**src/rtl/detector_pkg.sv**
```systemverilog
// Shared constants for the serializer feeding the 0110 sequence detector.
package detector_pkg;

    typedef enum logic {
        ST_IDLE  = 1'b0,
        ST_SHIFT = 1'b1
    } state_t;

    localparam int   DEFAULT_WIDTH    = 8;
    localparam logic DEFAULT_IDLE_BIT = 1'b0;

endpackage

```
**src/rtl/bit_serializer.sv**
```systemverilog
// Parallel-to-serial stage with valid/ready on both sides.
// Optional gapless word streaming when BIT_SERIALIZER_BACK_TO_BACK_EN is defined.
module bit_serializer
    import detector_pkg::*;
#(
    parameter int   WIDTH     = DEFAULT_WIDTH,
    parameter int   MSB_FIRST = 1,
    parameter logic IDLE_BIT  = DEFAULT_IDLE_BIT
) (
    input  logic             clk,
    input  logic             reset,
    input  logic [WIDTH-1:0] in_data,
    input  logic             in_valid,
    output logic             in_ready,
    output logic             out_bit,
    output logic             out_valid,
    input  logic             out_ready,
    output logic             word_done
);

    localparam int             CW        = $clog2(WIDTH);
    localparam logic [CW-1:0]  CNT_ZERO  = CW'(0);
    localparam logic [CW-1:0]  CNT_ONE   = CW'(1);
    localparam logic [CW-1:0]  CNT_LAST  = CW'(WIDTH - 1);

    state_t             state_r;
    logic [WIDTH-1:0]   shreg_r;
    logic [CW-1:0]      cnt_r;
    logic               out_bit_r;
    logic               out_valid_r;
    logic               word_done_r;

    logic               in_ready_s;
    logic               accept_s;
    logic [WIDTH-1:0]   shifted_s;
    logic               next_bit_s;
    logic               first_bit_s;

    // Acceptance window: idle, or (gapless mode) the cycle the last bit leaves.
    always_comb begin
        in_ready_s = 1'b0;
        if (state_r == ST_IDLE) begin
            in_ready_s = 1'b1;
        end
`ifdef BIT_SERIALIZER_BACK_TO_BACK_EN
        else if ((state_r == ST_SHIFT) && (cnt_r == CNT_ZERO) && out_ready) begin
            in_ready_s = 1'b1;
        end
`endif
        else begin
            in_ready_s = 1'b0;
        end
    end

    assign accept_s = in_valid && in_ready_s;

    // Shift direction: the current bit always sits at the end that leaves first.
    always_comb begin
        shifted_s   = shreg_r;
        next_bit_s  = IDLE_BIT;
        first_bit_s = IDLE_BIT;
        if (MSB_FIRST != 0) begin
            shifted_s   = {shreg_r[WIDTH-2:0], 1'b0};
            next_bit_s  = shreg_r[WIDTH-2];
            first_bit_s = in_data[WIDTH-1];
        end else begin
            shifted_s   = {1'b0, shreg_r[WIDTH-1:1]};
            next_bit_s  = shreg_r[1];
            first_bit_s = in_data[0];
        end
    end

    // Serializer FSM with registered outputs; word_done defaults low each cycle.
    always_ff @(posedge clk or posedge reset) begin
        if (reset) begin
            state_r     <= ST_IDLE;
            shreg_r     <= '0;
            cnt_r       <= CNT_ZERO;
            out_bit_r   <= IDLE_BIT;
            out_valid_r <= 1'b0;
            word_done_r <= 1'b0;
        end else begin
            word_done_r <= 1'b0;
            case (state_r)
                ST_IDLE: begin
                    if (accept_s) begin
                        shreg_r     <= in_data;
                        cnt_r       <= CNT_LAST;
                        out_bit_r   <= first_bit_s;
                        out_valid_r <= 1'b1;
                        state_r     <= ST_SHIFT;
                    end else begin
                        out_bit_r   <= IDLE_BIT;
                        out_valid_r <= 1'b0;
                    end
                end
                ST_SHIFT: begin
                    if (!out_ready) begin
                        state_r <= ST_SHIFT;
                    end else if (cnt_r != CNT_ZERO) begin
                        shreg_r   <= shifted_s;
                        out_bit_r <= next_bit_s;
                        cnt_r     <= cnt_r - CNT_ONE;
                    end else begin
                        word_done_r <= 1'b1;
                        // accept_s can only be true here in gapless mode
                        if (accept_s) begin
                            shreg_r     <= in_data;
                            cnt_r       <= CNT_LAST;
                            out_bit_r   <= first_bit_s;
                            out_valid_r <= 1'b1;
                        end else begin
                            state_r     <= ST_IDLE;
                            out_valid_r <= 1'b0;
                            out_bit_r   <= IDLE_BIT;
                        end
                    end
                end
                default: begin
                    state_r     <= ST_IDLE;
                    shreg_r     <= '0;
                    cnt_r       <= CNT_ZERO;
                    out_bit_r   <= IDLE_BIT;
                    out_valid_r <= 1'b0;
                end
            endcase
        end
    end

    assign in_ready  = in_ready_s;
    assign out_bit   = out_bit_r;
    assign out_valid = out_valid_r;
    assign word_done = word_done_r;

endmodule

```
**config.mk**
```make
export PLATFORM = sky130hd
export DESIGN_NAME = bit_serializer
export DESIGN_NICKNAME = d
export VERILOG_FILES = /design/src/rtl/detector_pkg.sv /design/src/rtl/bit_serializer.sv
export SDC_FILE = /design/constraint.sdc
export NUM_CORES = 1
export LEC_CHECK = 0
export ABC_AREA = 1
export CORE_MARGIN = 2
export CORE_UTILIZATION = 28
export CTS_CLUSTER_SIZE = 30
export DETAILED_ROUTE_END_ITERATION = 8
export GPL_TIMING_DRIVEN = 0
export SETUP_SLACK_MARGIN = 0.3
export SYNTH_ARGS = -nofsm -noshare
export SYNTH_HDL_FRONTEND = slang
export SYNTH_SLANG_ARGS = --single-unit
```
**constraint.sdc**
```tcl
create_clock -name clk -period 1.05 [get_ports clk]
set_input_delay 0.1575 -clock clk [delete_from_list [all_inputs] [get_ports clk]]
set_output_delay 0.1575 -clock clk [all_outputs]
set_load 0.05 [all_outputs]
```
==> summary.txt, run 1 <==
Timing
  – PnR worst setup slack: -105 ps
  – Final Skew: 0.998 ps
  – Fmax achieved: 866 MHz
  – Fin crit share: 110%
  – Worst-Margin Slew: 320 ps
  – RSZ-0062 raised after global routing: yes
  – Final Slew Violations: 0
  – Min cycle time layout: 1150 ps
  – Relative slew slack: approximately four fifths
  – Setup violators final: 11
  – Final Hold Fails: 0

Power
  – Power per cell area: 2970 nW/um^2
  – Net Sw Frac: a little over two fifths
  – Part of the power in the clock network: 11.4%
  – Static leakage: approximately 0.52 nW
  – Power after layout: roughly 3.5 mW
  – Peak supply drop: between 1000 and 1500 uV
  – Int Power: 1.95 mW
  – Gate power share: 58.4%
  – Net Switching: 1.51 mW
  – Sequential power share: 30.2%

Synthesis
  – Netlist Area Pre-Place: between 700 and 800 sq um
  – Post-synth EDFFs: 0
  – Warnings from Yosys: 0
  – Post-synthesis sequential area ratio: 45.9%
  – Most frequent cell after synthesis: nand2_1
  – Post-synth top area cell: dfrtp_1
  – Top post-synthesis cells by count: nand2_1, dfrtp_1, inv_1
  – Ys async rst share: 100%
  – Largest cells by area after synthesis: dfrtp_1, nand2_1, nor2_2
  – Cells after Synth: 88
  – Post-synth top area share: 45.9%
  – Most used DFF post-synth: dfrtp_1
  – Synthesized flop and latch total: 14
  – Yosys cell types: 18
  – Net Count, Synth: between 100 and 150
  – Syn avg cell area: about 8.7 sq um

Detailed routing
  – Wire per inst: around 10 microns
  – Post-route DRC: 0
  – Routed vias/inst: around 4.2
  – ANT nets after route: 0
  – Final wirelength: between 1000 and 1500 microns
  – 1st-iter DRT viols: 3
  – Via count: 617
  – DRT Pass-1 Iters: 2

Placed design
  – HPWL Detailed: around 980 microns
  – Port Buffers: 15
  – Placed cell area: 971 sq um
  – Cells after DPL: 133
  – DP Worst Slack: -429 ps
  – Gpl congestion: 0.699

Clocking
  – Clock Tree Buf Depth: 2
  – Clk Latency, worst-skew pair: 280 ps
  – # hold bufs at CTS: 0
  – Clk pin slew, worst setup/hold paths: 90 ps
  – H-tree Lvls: 1
  – CTS sink cnt: 14
  – CTS Buf Count: 3
  – CTS tree: built
  – Root Buffer Master: clkbuf_4

Setup path
  – Worst-path maximum fanout: 8
  – Worst path max stage delay: 460 ps
  – Setup CP Type: register to register
  – Critical path cell sequence: nand2_2, clkinv_4, nand2_8, nand2_8, nor2_4, nor2_2
  – Worst setup SP type: register
  – Kind of end point of the critical path: register
  – Worst path slowest cell: dfrtp_2
  – Worst path most repeated cell: nand2_8
  – Worst endpoint required time: 1240 ps
  – Worst Path Arrival: 1340 ps

Layout
  – Finished Layout Cells: roughly 150
  – Final-stage net count: 131
  – Final Cell Area: roughly 1200 sq um
  – Layout cells sized above 1: around 42%
  – # diodes: 0
  – Area Overhead vs Synth: 52.5%
  – Final Util: a little under half

Status
  – Status: finished with violations
  – Failing checks: setup timing

Global route
  – Vias in the first global route: 602
  – GRT Residual Overflow: 0
  – Global-route usage over all layers: a little over a tenth
  – First-pass GRT wire length: ~2600 microns
  – Largest net degree at the start of global routing: 15
  – Initial antenna violation count: 0

Die
  – Die height: 56.2 microns
  – FP Rows: 18
  – Top Ports: 16
  – Die area: approximately 3200 sq um
  – Initial Util: 30.3%
  – Die W: 56.2 microns
  – Core area: around 2500 sq um

Job
  – Max-Cap Viols: 0

Worst hold path
  – Worst Hold Class: input port to async pin
## placed cells by master, fill, tap and decap left out, drive strengths merged
cell           instances
ha                     2
nor2                  18
nand2                 25
clkdlybuf4s50         11
clkbuf                 4
buf                   13
clkinvlp               2
inv                   13
xor2                   1
o21ai                  3
dfrtp                 14
clkinv                 1
nand3                  3
nand3b                 5
nor3                   1
## flip-flops by register name (all words and copies together), names as in the netlist
signal / cells
out_bit: 1
out_valid: 1
cnt_r: 3
state_r: 1
word_done: 1
shreg_r: 7
## final timing paths
kind | from | to | slack, ps | cells after the start
worst max-delay path | state_r | shreg_r[2] | -100 | 6
worst min-delay path | reset | shreg_r[1] | 180 | 2
worst max register to register | state_r | shreg_r[2] | -100 | 6
worst min register to register | out_bit | out_bit | 530 | 2
max in group asynchronous | reset | out_valid | 640 | 2
min in group clk | in_data[0] | shreg_r[0] | 430 | 3
## kinds of logic after synthesis
logic type / after synthesis / synth area share, %
adders and majority gates: 2 / 3.28
and+or+nand+nor: 52 / 39.2
buffers and inverters: 16 / 8.52
xor gates and xnor gates: 1 / 1.15
DFF: 14 / 45.9
AOI/OAI and AO/OA: 3 / 1.97
## critical path, delay by kind of cell (launching register included)
kind | cells | cell delay (ps)
flops | 1 | 460
buf+inv | 1 | 110
simple gates | 5 | 470
## what timing repair did
item / in CTS / in global routing
hold endpoints to repair: 0 / 0
setup endpoints to repair: 18 / 21
resized for setup: 45 / 1
setup buffers: 7 / 2
pin swaps: 2 / 0
## stage by stage
stage               hold WS, ps  TNS (ps)
finish                      176      -905
floorplan                  46.5         0
global route                205     -1730
detailed placement          478     -4600
CTS                         245      -985
global placement            472     -4530
## cell type report
class                           count  area (sq um)
Tap cell                           30          37.5
Multi-Input combinational cell     58           420
Fill cell                         256          1360
Sequential cell                    14           354
Inverter                           16          72.6
Clock buffer                        4          36.3
Timing Repair Buffer               24           243
## layer usage
metal,wire length [microns],track usage (%),share of wire (%),vias up
li1,-,-,-,320
met1,681,13.6,47,280
met2,687,17.1,47,15
met3,67,2.09,4.6,2
met4,24,5.10,1.6,0
met5,0,0,0,-
## power by group through the flow
| stage | clock (mW) | combinational, mW | sequential [mW] |
|---|---|---|---|
| 2_1_floorplan | 0 | 1.03 | 1.14 |
| 3_3_place_gp | 0 | 1.50 | 0.981 |
| 3_5_place_dp | 0 | 1.52 | 0.992 |
| 4_1_cts | 0.417 | 1.98 | 1.04 |
| 5_1_grt | 0.441 | 2.23 | 1.07 |
| 6_report | 0.394 | 2.02 | 1.04 |
Note: power is estimated with default switching activity, not from simulation.
==> inputs of run 2 (changes only) <==
--- a/config.mk
+++ b/config.mk
@@ -6,6 +6,7 @@
 export NUM_CORES = 1
 export LEC_CHECK = 0
 export ABC_AREA = 1
+export CAP_MARGIN = 40
 export CORE_MARGIN = 2
 export CORE_UTILIZATION = 28
 export CTS_CLUSTER_SIZE = 30
==> constraint.sdc (replaced) <==
create_clock -name clk -period 1.5 [get_ports clk]
set_input_delay 0.225 -clock clk [delete_from_list [all_inputs] [get_ports clk]]
set_output_delay 0.225 -clock clk [all_outputs]
set_load 0.05 [all_outputs]
==> run 2 against run 1 <==
Compared with the run above:
- the flow now finishes without violations
- final cell count fell by 1.4%
- sequential power fell by 33%
- total power fell by 35%
- register-to-register slack improved by 420 ps
- core utilization fell by 3.0 points
- global-route usage fell by 0.44 points
- via count fell by 1.6%
- sequential share of layout area rose by 1.9 points
- fmax fell by 2.7%
- setup slack improved by 420 ps
- worst hold slack improved by 100 ps
- clock skew rose by 2.8 ps
==> summary.txt, run 2 (same netlist as run 1, synthesis figures left out) <==
Worst hold path
  – Worst Hold Class: input port to async pin

Detailed routing
  – Final wirelength: 1420 microns (-2.5%)
  – Post-route DRC: 0 (unchanged)
  – ANT nets after route: 0 (unchanged)
  – Wire per inst: 9.88 microns (-1.2%)
  – DRT Pass-1 Iters: 4 (+2)
  – 1st-iter DRT viols: 5 (+2)
  – Via count: 607 (-1.6%)
  – Routed vias/inst: 4.22 (-0.25%)

Layout
  – Area Overhead vs Synth: 42.5%
  – Max reg flops: 7 (unchanged)
  – Finished Layout Cells: 144 (-1.4%)
  – Layout cells sized above 1: 35.1% (-7.2 points)
  – Final Util: 43.1% (-3.0 points)
  – Final Cell Area: 1090 sq um (-6.6%)
  – Commonest non-fill, non-tap cell in the layout: nand2_1
  – Most frequent cells in the layout: nand2_1, dfrtp_1, inv_1, clkdlybuf4s50_1
  – Final-stage net count: 129 (-1.5%)
  – Largest reg by FF count: shreg_r
  – # diodes: 0 (unchanged)
  – Largest regs: shreg_r x7, cnt_r x3

Timing
  – Setup violators final: 0 (-11)
  – Setup Total Neg Slack: 0 ps (+905 ps)
  – Worst-Margin Slew: 554 ps (+234 ps)
  – Min cycle time layout: 1190 ps (+32.3 ps)
  – Final Hold Fails: 0 (unchanged)
  – Final Slew Violations: 0 (unchanged)
  – Final Skew: 3.78 ps (+2.78 ps)
  – Fmax achieved: 842 MHz (-2.7%)
  – PnR worst setup slack: 313 ps (+418 ps)
  – RSZ-0062 raised after global routing: yes
  – Fin crit share: 79.1% (-31 points)
  – Relative slew slack: 63.0% (-16 points)
  – Hold Worst Slack: 278 ps (+102 ps)

Setup path
  – Worst endpoint required time: 1690 ps (+450 ps)
  – Delay-heaviest family, CP: simple AND/OR/NAND/NOR gates
  – WP buf/inv: 1 (unchanged)
  – Setup CP Type: register to register
  – Worst-path maximum fanout: 8 (unchanged)
  – Worst setup SP type: register
  – Worst Path Arrival: 1370 ps (+30 ps)
  – Worst path slowest cell: dfrtp_1
  – Critical path cell sequence: inv_2, ha_4, nand2_8, nand2_8, nand2_8, nor2_2, nor2_2
  – Worst path most repeated cell: nand2_8
  – Worst path max stage delay: 400 ps (-60 ps)
  – Kind of end point of the critical path: register

Power
  – Sequential power share: 31.1% (+0.9 points)
  – Int Power: 1.23 mW (-37%)
  – Power per cell area: 2060 nW/um^2 (-31%)
  – Part of the power in the clock network: 12.5% (+1.1 points)
  – Net Switching: 1.00 mW (-33%)
  – Power after layout: 2.23 mW (-35%)
  – Static leakage: 0.521 nW (-0.73%)
  – Peak supply drop: 974 uV (-22%)
  – Gate power share: 56.5% (-1.9 points)
  – Net Sw Frac: 44.8% (+1.2 points)

Die
  – Die height: 56.2 microns (unchanged)
  – Core area: 2520 sq um (unchanged)
  – FP Rows: 18 (unchanged)
  – Top Ports: 16 (unchanged)
  – Die W: 56.2 microns (unchanged)
  – Die area: 3160 sq um (unchanged)
  – Initial Util: 30.3% (unchanged)

Placed design
  – Gpl congestion: 0.685 (-2.0%)
  – Placed cell area: 951 sq um (-2.1%)
  – DP Worst Slack: -57.1 ps (+372 ps)
  – HPWL Detailed: 954 microns (-2.4%)
  – Port Buffers: 15 (unchanged)
  – Cells after DPL: 133 (unchanged)

Clocking
  – Clock Tree Buf Depth: 2 (unchanged)
  – CTS tree: built
  – # hold bufs at CTS: 0 (unchanged)
  – Clk Latency, worst-skew pair: 280 ps (about the same)
  – CTS Buf Count: 3 (unchanged)
  – CTS sink cnt: 14 (unchanged)
  – H-tree Lvls: 1 (unchanged)
  – Clk pin slew, worst setup/hold paths: 90 ps (about the same)
  – Root Buffer Master: clkbuf_4

Global route
  – GRT Residual Overflow: 0 (unchanged)
  – Vias in the first global route: 569 (-5.5%)
  – Initial antenna violation count: 0 (unchanged)
  – First-pass GRT wire length: 2500 microns (-3.7%)
  – Global-route usage over all layers: 10.2% (-0.44 points)
  – Largest net degree at the start of global routing: 15 (unchanged)

Job
  – Max-Cap Viols: 0 (unchanged)

Status
  – Status: complete, no violations
run 2: changes by cell type in the layout (fill, tap and decap cells not counted), sizes merged:
| cell | delta |
|---|---|
| clkinv | -1 |
| buf | -2 |
| clkinvlp | -2 |
| inv | +3 |
run 2: worst register-to-register path, stage by stage (launching register included):
cell     delay [ps]
dfrtp_1         400
inv_2           100
ha_4            170
nand2_8          80
nand2_8          90
nand2_8         100
nor2_2          110
nor2_2           40
run 2: power by group through the flow:
stage,combinational (mW),sequential (mW),clock [mW]
2_1_floorplan,0.689,0.776,0
3_3_place_gp,1.02,0.668,0
3_5_place_dp,1.04,0.675,0
4_1_cts,1.05,0.666,0.288
5_1_grt,1.39,0.726,0.310
6_report,1.26,0.694,0.279
run 2: layout make-up:
class,count,area [sq um]
inverters,16,67.6
fillers,271,1440
multi-input cells,58,402
flip-flops and latches,14,352
clock buffers,4,36.3
well taps,30,37.5
repair buffers,22,193
run 2: worst paths after layout:
kind,start,end,slack (ps),depth (start not counted)
worst max-delay path,cnt_r[0],shreg_r[1],310,7
worst min-delay path,reset,cnt_r[1],280,2
worst max register to register,cnt_r[0],shreg_r[1],310,7
worst min register to register,out_bit,out_bit,500,2
max in group asynchronous,reset,state_r,820,2
min in group clk,in_data[0],shreg_r[0],490,3
run 2: layer usage:
layer	part of all wire (%)	vias to the layer above	GRT usage (%)	wire [microns]
li1	-	315	-	-
met1	46	273	12.7	649
met2	47	15	15.3	666
met3	5.7	4	3.26	81
met4	1.8	0	6.12	26
met5	0	-	0	0
run 2: timing repair:
action / 4_1_cts / 5_1_grt
buffers inserted: 1 / 6
pin swaps: 2 / 1
gates resized for setup: 25 / 13
setup endpoints to repair: 13 / 14
==> inputs of run 3 (changes only) <==
==> constraint.sdc (replaced) <==
create_clock -name clk -period 1.1 [get_ports clk]
set_input_delay 0.165 -clock clk [delete_from_list [all_inputs] [get_ports clk]]
set_output_delay 0.165 -clock clk [all_outputs]
set_load 0.05 [all_outputs]
==> run 3 against run 2 <==
Compared with the run above:
- design area grew 4.7%
- die area is the same
- critical endpoint is now in_ready
- worst hold slack lost 48 ps
- non-clock buffer count is 3 higher
- the run now ends with setup timing left
- sequential power is 38% higher
==> summary.txt, run 3 (same netlist as run 1, synthesis figures left out) <==
Layout
  – Area Overhead vs Synth: 49.2%
  – Commonest non-fill, non-tap cell in the layout: nand2_1
  – Final Cell Area: 1140 sq um (+4.7%)
  – Most frequent cells in the layout: nand2_1, dfrtp_1, inv_1, clkdlybuf4s50_1, nor2_2
  – Final-layout fill cell count: 259 (-4.4%)
  – Largest reg by FF count: shreg_r
  – Largest regs: shreg_r x7, cnt_r x3
  – Final-stage net count: 132 (+2.3%)
  – Layout cells sized above 1: 39.3% (+4.2 points)
  – Max reg flops: 7 (unchanged)
  – # diodes: 0 (unchanged)

Setup path
  – Worst Path Arrival: 1010 ps (-360 ps)
  – Critical path cell sequence: clkinvlp_4, buf_6
  – Worst path max stage delay: 460 ps (+60 ps)
  – WP buf/inv: 2 (+1)
  – Kind of end point of the critical path: primary output
  – Worst setup SP type: register
  – Delay-heaviest family, CP: flip-flops
  – Setup CP Type: register to primary output
  – Worst-path maximum fanout: 4 (-4)
  – Worst path slowest cell: dfrtp_2
  – Worst endpoint required time: 940 ps (-750 ps)

Timing
  – Final Hold Fails: 0 (unchanged)
  – Fmax achieved: 849 MHz
  – RSZ-0062 raised after global routing: yes
  – Min cycle time layout: 1180 ps
  – Hold Worst Slack: 230 ps (-48.0 ps)
  – Relative slew slack: 63.6% (+0.56 points)
  – Setup violators final: 12 (+12)
  – Setup Total Neg Slack: -297 ps (-297 ps)
  – Worst-Margin Slew: 546 ps (-8.40 ps)
  – Final Skew: 2.09 ps (-1.69 ps)
  – Fin crit share: 107%
  – PnR worst setup slack: -78.3 ps (-391 ps)
  – Final Slew Violations: 0 (unchanged)

Die
  – FP Rows: 18 (unchanged)
  – Initial Util: 30.3% (unchanged)
  – Die W: 56.2 microns (unchanged)
  – Die area: 3160 sq um (unchanged)
  – Core area: 2520 sq um (unchanged)
  – Top Ports: 16 (unchanged)
  – Die height: 56.2 microns (unchanged)

Detailed routing
  – 1st-iter DRT viols: 4 (-1)
  – Via count: 612 (+0.82%)
  – ANT nets after route: 0 (unchanged)
  – Wire per inst: 10.0 microns (+1.5%)
  – Final wirelength: 1470 microns (+3.6%)
  – Post-route DRC: 0 (unchanged)
  – Routed vias/inst: 4.16 (-1.2%)
  – DRT Pass-1 Iters: 3 (-1)

Placed design
  – DP Worst Slack: -386 ps (-329 ps)
  – HPWL Detailed: 951 microns (-0.31%)
  – Gpl congestion: 0.681 (-0.58%)
  – Placed cell area: 968 sq um (+1.8%)
  – Port Buffers: 15 (unchanged)

Power
  – Net Sw Frac: 43.1% (-1.8 points)
  – Power per cell area: 2820 nW/um^2 (+37%)
  – Static leakage: 0.536 nW (+2.9%)
  – Peak supply drop: 1440 uV (+47%)
  – Gate power share: 58.7% (+2.2 points)
  – Int Power: 1.83 mW (+48%)
  – Part of the power in the clock network: 11.4% (-1.1 points)
  – Sequential power share: 29.9% (-1.2 points)
  – Net Switching: 1.38 mW (+38%)

Global route
  – Initial antenna violation count: 0 (unchanged)
  – First-pass GRT wire length: 2460 microns (-1.4%)
  – GRT Residual Overflow: 0 (unchanged)
  – Global-route usage over all layers: 10.0% (-0.19 points)
  – Vias in the first global route: 588 (+3.3%)
  – Largest net degree at the start of global routing: 15 (unchanged)

Clocking
  – H-tree Lvls: 1 (unchanged)
  – Clock Tree Buf Depth: 2 (unchanged)
  – Root Buffer Master: clkbuf_4
  – Clk Latency, worst-skew pair: 270 ps (about the same)
  – CTS Buf Count: 3 (unchanged)
  – CTS tree: built
  – # hold bufs at CTS: 0 (unchanged)
  – Clk pin slew, worst setup/hold paths: 90 ps (about the same)
  – CTS sink cnt: 14 (unchanged)

Job
  – Max-Cap Viols: 0 (unchanged)

Status
  – Status: finished with violations
  – Failing checks: setup timing

Worst hold path
  – Worst Hold Class: input port to async pin
-- run 3: per-layer routing --
layer	global-route usage [%]	share of wire [%]	up-vias
met4	5.10	0.95	0
met1	11.6	47	271
li1	-	-	326
met5	0	0	-
met2	16.5	46	13
met3	3.26	5.3	2
-- run 3: timing repair --
item | in CTS | in global routing
setup buffers | 7 | 3
pin swaps | 1 | 0
gates resized for setup | 32 | 6
endpoints found under the setup margin | 18 | 18
-- run 3: layout make-up --
| cell class | count | area (sq um) | area share (%) |
|---|---|---|---|
| flip-flops and latches | 14 | 352 | 30.9 |
| well taps | 30 | 37.5 | 3.30 |
| inverters | 16 | 68.8 | 6.04 |
| repair buffers | 25 | 243 | 21.3 |
| clock buffers | 4 | 36.3 | 3.19 |
| multi-input cells | 58 | 402 | 35.3 |
-- run 3: metrics by stage --
step / util (%) / power [mW] / instances
finish: 45.1 / 3.21 / 147
global route: 45.1 / 3.46 / 147
CTS: 42.8 / 3.04 / 144
detailed placement: 38.4 / 2.40 / 133
global placement: 38.4 / 2.37 / 133
floorplan: - / 2.06 / 88
-- run 3: final timing paths --
check / startpoint / to / slack [ps] / depth (start not counted)
worst max-delay path: state_r / in_ready / -80 / 2
worst min register to register: shreg_r[3] / shreg_r[3] / 500 / 2
min in group clk: in_data[0] / shreg_r[0] / 430 / 3
worst min-delay path: reset / cnt_r[2] / 230 / 2
max in group asynchronous: reset / state_r / 480 / 2
worst max register to register: cnt_r[0] / shreg_r[4] / -40 / 7
-- run 3: power by group through the flow --
stage | clock network, mW | logic (mW) | registers, mW
2_1_floorplan | 0 | 0.979 | 1.08
3_3_place_gp | 0 | 1.44 | 0.929
3_5_place_dp | 0 | 1.46 | 0.939
4_1_cts | 0.391 | 1.71 | 0.940
5_1_grt | 0.411 | 2.06 | 0.994
6_report | 0.366 | 1.89 | 0.959
